==> config.mk <==
export PLATFORM = sky130hd
export DESIGN_NAME = restoring_divider_32_bit
export DESIGN_NICKNAME = d
export VERILOG_FILES = /design/src/rtl/restoring_divider_32_bit_pkg.sv /design/src/rtl/restoring_divider_32_bit_subtractor.sv /design/src/rtl/restoring_divider_32_bit.sv
export SDC_FILE = /design/constraint.sdc
export NUM_CORES = 1
export LEC_CHECK = 0
export BUFFER_PORTS_ARGS = -buffer_cell sky130_fd_sc_hd__buf_2
export CAP_MARGIN = 20
export CORE_ASPECT_RATIO = 0.7
export CORE_UTILIZATION = 43
export DETAILED_ROUTE_END_ITERATION = 7
export PLACE_DENSITY = 0.6
export SYNTH_ARGS = -nofsm -noshare
export SYNTH_HDL_FRONTEND = slang
export SYNTH_SLANG_ARGS = --single-unit
==> constraint.sdc <==
create_clock -name Clk -period 2.78 [get_ports Clk]
set_input_delay 0.139 -clock Clk [delete_from_list [all_inputs] [get_ports Clk]]
set_output_delay 0.139 -clock Clk [all_outputs]
set_load 0.05 [all_outputs]
==> src/rtl/restoring_divider_32_bit_pkg.sv <==
// Shared definitions for the restoring divider: FSM state encoding,
// default operand width and the number of shift/subtract iterations.
package restoring_divider_32_bit_pkg;

  typedef enum logic [1:0] {
    IDLE = 2'd0,
    RUN  = 2'd1,
    DONE = 2'd2
  } state_t;

  localparam int DEFAULT_DATA_WIDTH = 32;
  localparam int ITERATIONS         = 32;
  localparam int CNT_W              = 6;

  // Counter value seen on the final RUN edge.
  localparam logic [CNT_W-1:0] LAST_ITER = CNT_W'(ITERATIONS - 1);

endpackage

==> src/rtl/restoring_divider_32_bit_subtractor.sv <==
// Combinational trial subtractor used by the restoring divider.
// Ports:
//   A          : minuend
//   B          : subtrahend
//   Difference : A - B (modulo 2^WIDTH)
//   Borrow_Out : 1 when A < B
module subtractor_33_bit #(
  parameter int WIDTH = 33
) (
  input  logic [WIDTH-1:0] A,
  input  logic [WIDTH-1:0] B,
  output logic [WIDTH-1:0] Difference,
  output logic             Borrow_Out
);

  // One extra bit on the left captures the borrow of the subtraction.
  assign {Borrow_Out, Difference} = {1'b0, A} - {1'b0, B};

endmodule

==> src/rtl/restoring_divider_32_bit.sv <==
// Sequential unsigned restoring divider, one quotient bit per clock.
// Ports:
//   Clk, Reset       : clock and synchronous active-high reset
//   Start_In         : begin a division (accepted only in IDLE)
//   Dividend_In      : unsigned dividend, captured on the accepting edge
//   Divisor_In       : unsigned divisor, captured on the accepting edge
//   Quotient_Out     : quotient of the last completed division
//   Remainder_Out    : remainder of the last completed division
//   Busy_Out         : high while in RUN or DONE
//   Done_Out         : one-cycle completion pulse
//   Div_By_Zero_Out  : set on completion of a zero-divisor request, held
//                      until the next accept
module restoring_divider_32_bit
  import restoring_divider_32_bit_pkg::*;
#(
  parameter int DATA_WIDTH = DEFAULT_DATA_WIDTH
) (
  input  logic                  Clk,
  input  logic                  Reset,
  input  logic                  Start_In,
  input  logic [DATA_WIDTH-1:0] Dividend_In,
  input  logic [DATA_WIDTH-1:0] Divisor_In,
  output logic [DATA_WIDTH-1:0] Quotient_Out,
  output logic [DATA_WIDTH-1:0] Remainder_Out,
  output logic                  Busy_Out,
  output logic                  Done_Out,
  output logic                  Div_By_Zero_Out
);

  state_t                state;
  logic [CNT_W-1:0]      iter_cnt;
  logic [DATA_WIDTH-1:0] rem_q;
  // Dividend shift register; quotient bits enter at the LSB as dividend
  // bits leave at the MSB, so after the last iteration it holds the quotient.
  logic [DATA_WIDTH-1:0] dividend_q;
  logic [DATA_WIDTH-1:0] divisor_q;

  logic [DATA_WIDTH:0]   shifted_rem;
  logic [DATA_WIDTH:0]   trial_diff;
  logic                  borrow;
  logic [DATA_WIDTH-1:0] next_rem;
  logic [DATA_WIDTH-1:0] next_quo;
  logic                  accept;
  logic                  unused_diff_msb;

  assign accept = (state == IDLE) && Start_In;

  // The 33-bit path keeps the shifted remainder exact when the divisor
  // has its MSB set.
  assign shifted_rem = {rem_q, dividend_q[DATA_WIDTH-1]};

  subtractor_33_bit #(
    .WIDTH(DATA_WIDTH + 1)
  ) u_trial_sub (
    .A          (shifted_rem),
    .B          ({1'b0, divisor_q}),
    .Difference (trial_diff),
    .Borrow_Out (borrow)
  );

  // Without a borrow the difference is below the divisor, so its MSB is
  // always zero; on a borrow the shifted remainder is restored.
  assign next_rem        = borrow ? shifted_rem[DATA_WIDTH-1:0] : trial_diff[DATA_WIDTH-1:0];
  assign next_quo        = {dividend_q[DATA_WIDTH-2:0], ~borrow};
  assign unused_diff_msb = trial_diff[DATA_WIDTH];

  // Operand datapath: no reset needed, contents only matter after accept.
  always_ff @(posedge Clk) begin
    if (accept) begin
      dividend_q <= Dividend_In;
      divisor_q  <= Divisor_In;
    end else if (state == RUN) begin
      dividend_q <= next_quo;
    end
  end

  // Control FSM with registered outputs.
  always_ff @(posedge Clk) begin
    if (Reset) begin
      state           <= IDLE;
      iter_cnt        <= '0;
      rem_q           <= '0;
      Quotient_Out    <= '0;
      Remainder_Out   <= '0;
      Busy_Out        <= 1'b0;
      Done_Out        <= 1'b0;
      Div_By_Zero_Out <= 1'b0;
    end else begin
      Done_Out <= 1'b0;
      case (state)
        IDLE: begin
          if (Start_In) begin
            iter_cnt        <= '0;
            rem_q           <= '0;
            Busy_Out        <= 1'b1;
            Div_By_Zero_Out <= 1'b0;
            if (Divisor_In == '0) begin
              // Zero divisor completes immediately with saturated quotient.
              Quotient_Out    <= '1;
              Remainder_Out   <= Dividend_In;
              Div_By_Zero_Out <= 1'b1;
              Done_Out        <= 1'b1;
              state           <= DONE;
            end else begin
              state <= RUN;
            end
          end
        end
        RUN: begin
          rem_q    <= next_rem;
          iter_cnt <= iter_cnt + CNT_W'(1);
          if (iter_cnt == LAST_ITER) begin
            Quotient_Out  <= next_quo;
            Remainder_Out <= next_rem;
            Done_Out      <= 1'b1;
            state         <= DONE;
          end
        end
        DONE: begin
          Busy_Out <= 1'b0;
          state    <= IDLE;
        end
        default: begin
          Busy_Out <= 1'b0;
          state    <= IDLE;
        end
      endcase
    end
  end

endmodule

==> impl_metrics.ini <==
[global_route]
first_global_vias = 7409
globalRoute.busiestLayer = met1
antenna_found_initial = 0
grtUsageMet1 = 0.376
grt-ovfl-total = 0
grt.met2_usage = 0.357
grt.met3_usage = 0.0470
grt_max_degree = 44
globalRouteTotalUtil = 0.249
grt_first_pass_wirelength_um = 39800

[drt]
ant_nets = 0
post_route_wl_um = 26000
post-route-drc-count = 0
first_pass_iters = 5
wire_per_inst_um = 18.3
vias = 7868
first_iter_violations = 609
vias_per_std_cell = 5.55

[yosys]
largest_cells_by_area_after_synthesis = sky130_fd_sc_hd__dfxtp_1 (24%), sky130_fd_sc_hd__edfxtp_1 (22%), sky130_fd_sc_hd__nand2_1 (6.6%)
synthAdderAreaFrac = 0.0495
dominant_combinational_cell_family_by_area_after_synthesis = compound AO/OA/AOI/OAI gates
yosysTopAreaCell = sky130_fd_sc_hd__dfxtp_1
synthMostInstantiatedCell = sky130_fd_sc_hd__nand2_1
post-synth-top-area-fraction = 0.245
synthesized_nets = 1022
synthArstFlopShare = 0
number_of_synthesized_flops_with_an_enable_pin = 64
most_common_library_cells_after_synthesis = sky130_fd_sc_hd__nand2_1 (154), sky130_fd_sc_hd__dfxtp_1 (107), sky130_fd_sc_hd__edfxtp_1 (64)
post_synth_inst_count = 921
synth_warnings = 0
ys_ff_latch = 171
main_flop_type_after_synthesis = sky130_fd_sc_hd__dfxtp_1
yosys.area_share.simple = 0.170
mappedNetlistArea_um2 = 8750
fraction_of_synthesized_area_in_multiplexers = 0.0196
yosys.area_share.xor_xnor = 0.0230
compound_gate_portion_of_the_synthesized_area = 0.222
netlist-cell-type-count = 83
avgSynthCellArea_um2 = 9.50
ys_seq_area_frac = 0.465

[timing]
finalHoldViolCount = 0
pin_slew_with_the_least_headroom_to_its_limit_ns = 0.837
fmax_mhz = 362
grt_setup_unrepaired = yes
period_share = 0.995
final.min_clock_period_ns = 2.77
final-setup-viol-count = 0
slew_headroom = 0.440
clock-skew-final_ns = 0.00993
drv_slew = 0

[placed_design]
gp_congestion = 0.893
hpwlAfterDp_um = 18600
port-buffer-count = 133
placed_area_um2 = 9940

[floorplan]
coreArea_um2 = 19900
fp-row-count = 43
die_width_um = 172
die_height_um = 121
initial_util = 0.441
floorplan.die_area_um2 = 20900
ios = 134

[critical_path]
timing.critical_path.to = Remainder_Out[4]
r2r_end = Remainder_Out[4]
timing.critical_path.required_ns = 3.09
worst-r2r-cell-count = 11
critical_path_buf_inv_count = 2
worst_setup_path_start_kind = flip-flop
path_class = flip-flop to flip-flop
path_delay_family = compound AO/OA/AOI/OAI gates
path_cells = ha_1 -> o211ai_1 -> a21o_2 -> a21oi_2 -> a31oi_4 -> a21o_1 -> o21ai_4 -> buf_4 -> buf_12 -> mux2i_1 -> o21ai_1
worst_setup_path_end_kind = flip-flop
launch_point_of_the_worst_path = rem_q[1]
setup.reg_to_reg.worst_slack_ns = 0.01
critical_path.slowest_cell = sky130_fd_sc_hd__ha_1
crit-reg2reg-launch = rem_q[1]
worst-endpoint-arrival_ns = 3.07
critical-path-max-stage-delay_ns = 0.41
crit_path_max_fanout = 8
worst-path-stages = 11

[finish]
area_growth_pct = 30.7
num_antenna_cells = 0
post_route_cells_drive_above_1_share = 0.289
multi_input_comb_area_um2 = 4550
layout.cell_area.non_filler_um2 = 11400
finalNetCount = 1236
post-route-util = 0.576
num-fill-cells = 1773
register_area_um2 = 4060

[clock_tree]
number_of_buffers_added_by_the_clock_tree_synthesis_step = 17
clkTransAtPathRegs_ns = 0.08
cts_num_sinks = 171
clock_tree.root_cell = sky130_fd_sc_hd__clkbuf_16
clock_latency_ns = 0.44
cts_max_path_buffers = 2
tritoncts = built
h-tree-depth = 4

[pwr]
report.power.total_uw = 6440
p_sw_uw = 1970
seqPwrFrac = 0.453
max-vdd-ir-drop_mv = 0.425
sw_frac_of_total = 0.305
leakage_uw = 0.00481
combinationalPowerShare = 0.173
cell_internal_pwr_uw = 4480
pwr_density_cell_nw_per_um2 = 563
pwr-share-clk = 0.373

[min_path]
hp-class = input pin to flip-flop
whs_path_depth = 3

[outcome]
status = finished, final reports clean

[run]
max-cap-violations = 0
layout by cell type, fill, tap and decap left out, types with 18 or more instances in the layout:
master | netlist | routed
sky130_fd_sc_hd__nor3_1 | 23 | 22
sky130_fd_sc_hd__o21ai_1 | 42 | 42
sky130_fd_sc_hd__dfxtp_1 | 107 | 107
sky130_fd_sc_hd__buf_4 | 1 | 63
sky130_fd_sc_hd__nor2_1 | 40 | 40
sky130_fd_sc_hd__o221a_2 | 32 | 32
sky130_fd_sc_hd__o21ai_0 | 35 | 32
sky130_fd_sc_hd__buf_2 | 7 | 133
sky130_fd_sc_hd__dlygate4sd3_1 | 0 | 52
sky130_fd_sc_hd__inv_1 | 37 | 36
sky130_fd_sc_hd__edfxtp_1 | 64 | 64
sky130_fd_sc_hd__nand2_1 | 154 | 153
sky130_fd_sc_hd__clkbuf_16 | 0 | 18
sky130_fd_sc_hd__ha_1 | 33 | 21
sky130_fd_sc_hd__a21oi_1 | 56 | 50
cell families (layout without fill, tap and decap cells):
kind of cell               count (synthesis)  after routing
and+or+nand+nor                          307            307
AOI/OAI and AO/OA                        273            273
DFF                                      171            171
buffers and inverters                     96            323
adders and majority gates                 34             34
xor gates and xnor gates                  23             23
muxes                                     17             17
per-layer routing:
metal | up-vias | part of all wire
li1 | 3840 | -
met2 | 241 | 0.42
met1 | 3758 | 0.50
met3 | 29 | 0.057
met4 | 0 | 0.017
met5 | - | 0
power groups by stage:
stage	Combinational, uW	Sequential (uW)	Clock, uW
2_1_floorplan	481	3170	0
3_3_place_gp	1010	2970	0
3_5_place_dp	1020	2970	0
4_1_cts	1080	2920	2430
5_1_grt	1210	2940	2530
6_report	1120	2920	2410
through the flow:
stage	cells	worst slack (ns)	hold WS, ns	TNS (ns)
after CTS	1409	0.000556	0.000208	0
after global placement	1324	-0.00922	0.332	-0.0125
final	1418	0.0147	0.0103	0
after global routing	1418	-0.0802	0.00706	-0.803
after floorplan	921	0.231	0.238	0
after detailed placement	1324	-0.0787	0.333	-0.214
repair_timing:
item                                    in CTS  in global routing
buffers inserted                             1                  8
endpoints found under the setup margin       8                 60
hold buffers                                52                  0
hold endpoints to repair                    53                  0
pin swaps                                    2                 11
gates resized for setup                      2                 50
cloned                                       0                  1
worst min-delay path: cells and delay by family:
kind	cells	cell delay, ns
buf+inv	1	0.11
simple gates	2	0.10
worst min-delay path by stage:
| stage | from | to | slack, ns |
|---|---|---|---|
| after floorplan | Divisor_In[0] | divisor_q[0] | 0.24 |
| after global placement | Divisor_In[7] | divisor_q[7] | 0.33 |
| after detailed placement | Divisor_In[7] | divisor_q[7] | 0.33 |
| after CTS | Dividend_In[16] | dividend_q[16] | 0.0002 |
| after global routing | Dividend_In[16] | dividend_q[16] | 0.007 |
| final | Dividend_In[10] | dividend_q[10] | 0.01 |
sequential cells by signal, summed over array words and instances (netlist names):
name,count
Busy_Out,1
dividend_q,32
rem_q,32
Div_By_Zero_Out,1
Remainder_Out,32
Done_Out,1
Quotient_Out,32
divisor_q,32
iter_cnt,6
state,2
final cells by class:
cell class / count / share of cell area
clock buffer: 18 / 0.0375
clock inverter: 14 / 0.0136
inverter: 38 / 0.0125
multi-input combinational: 654 / 0.398
sequential: 171 / 0.355
tap: 270 / 0.0295
timing repair buffer: 253 / 0.153
(Power assumes the default switching activity.)
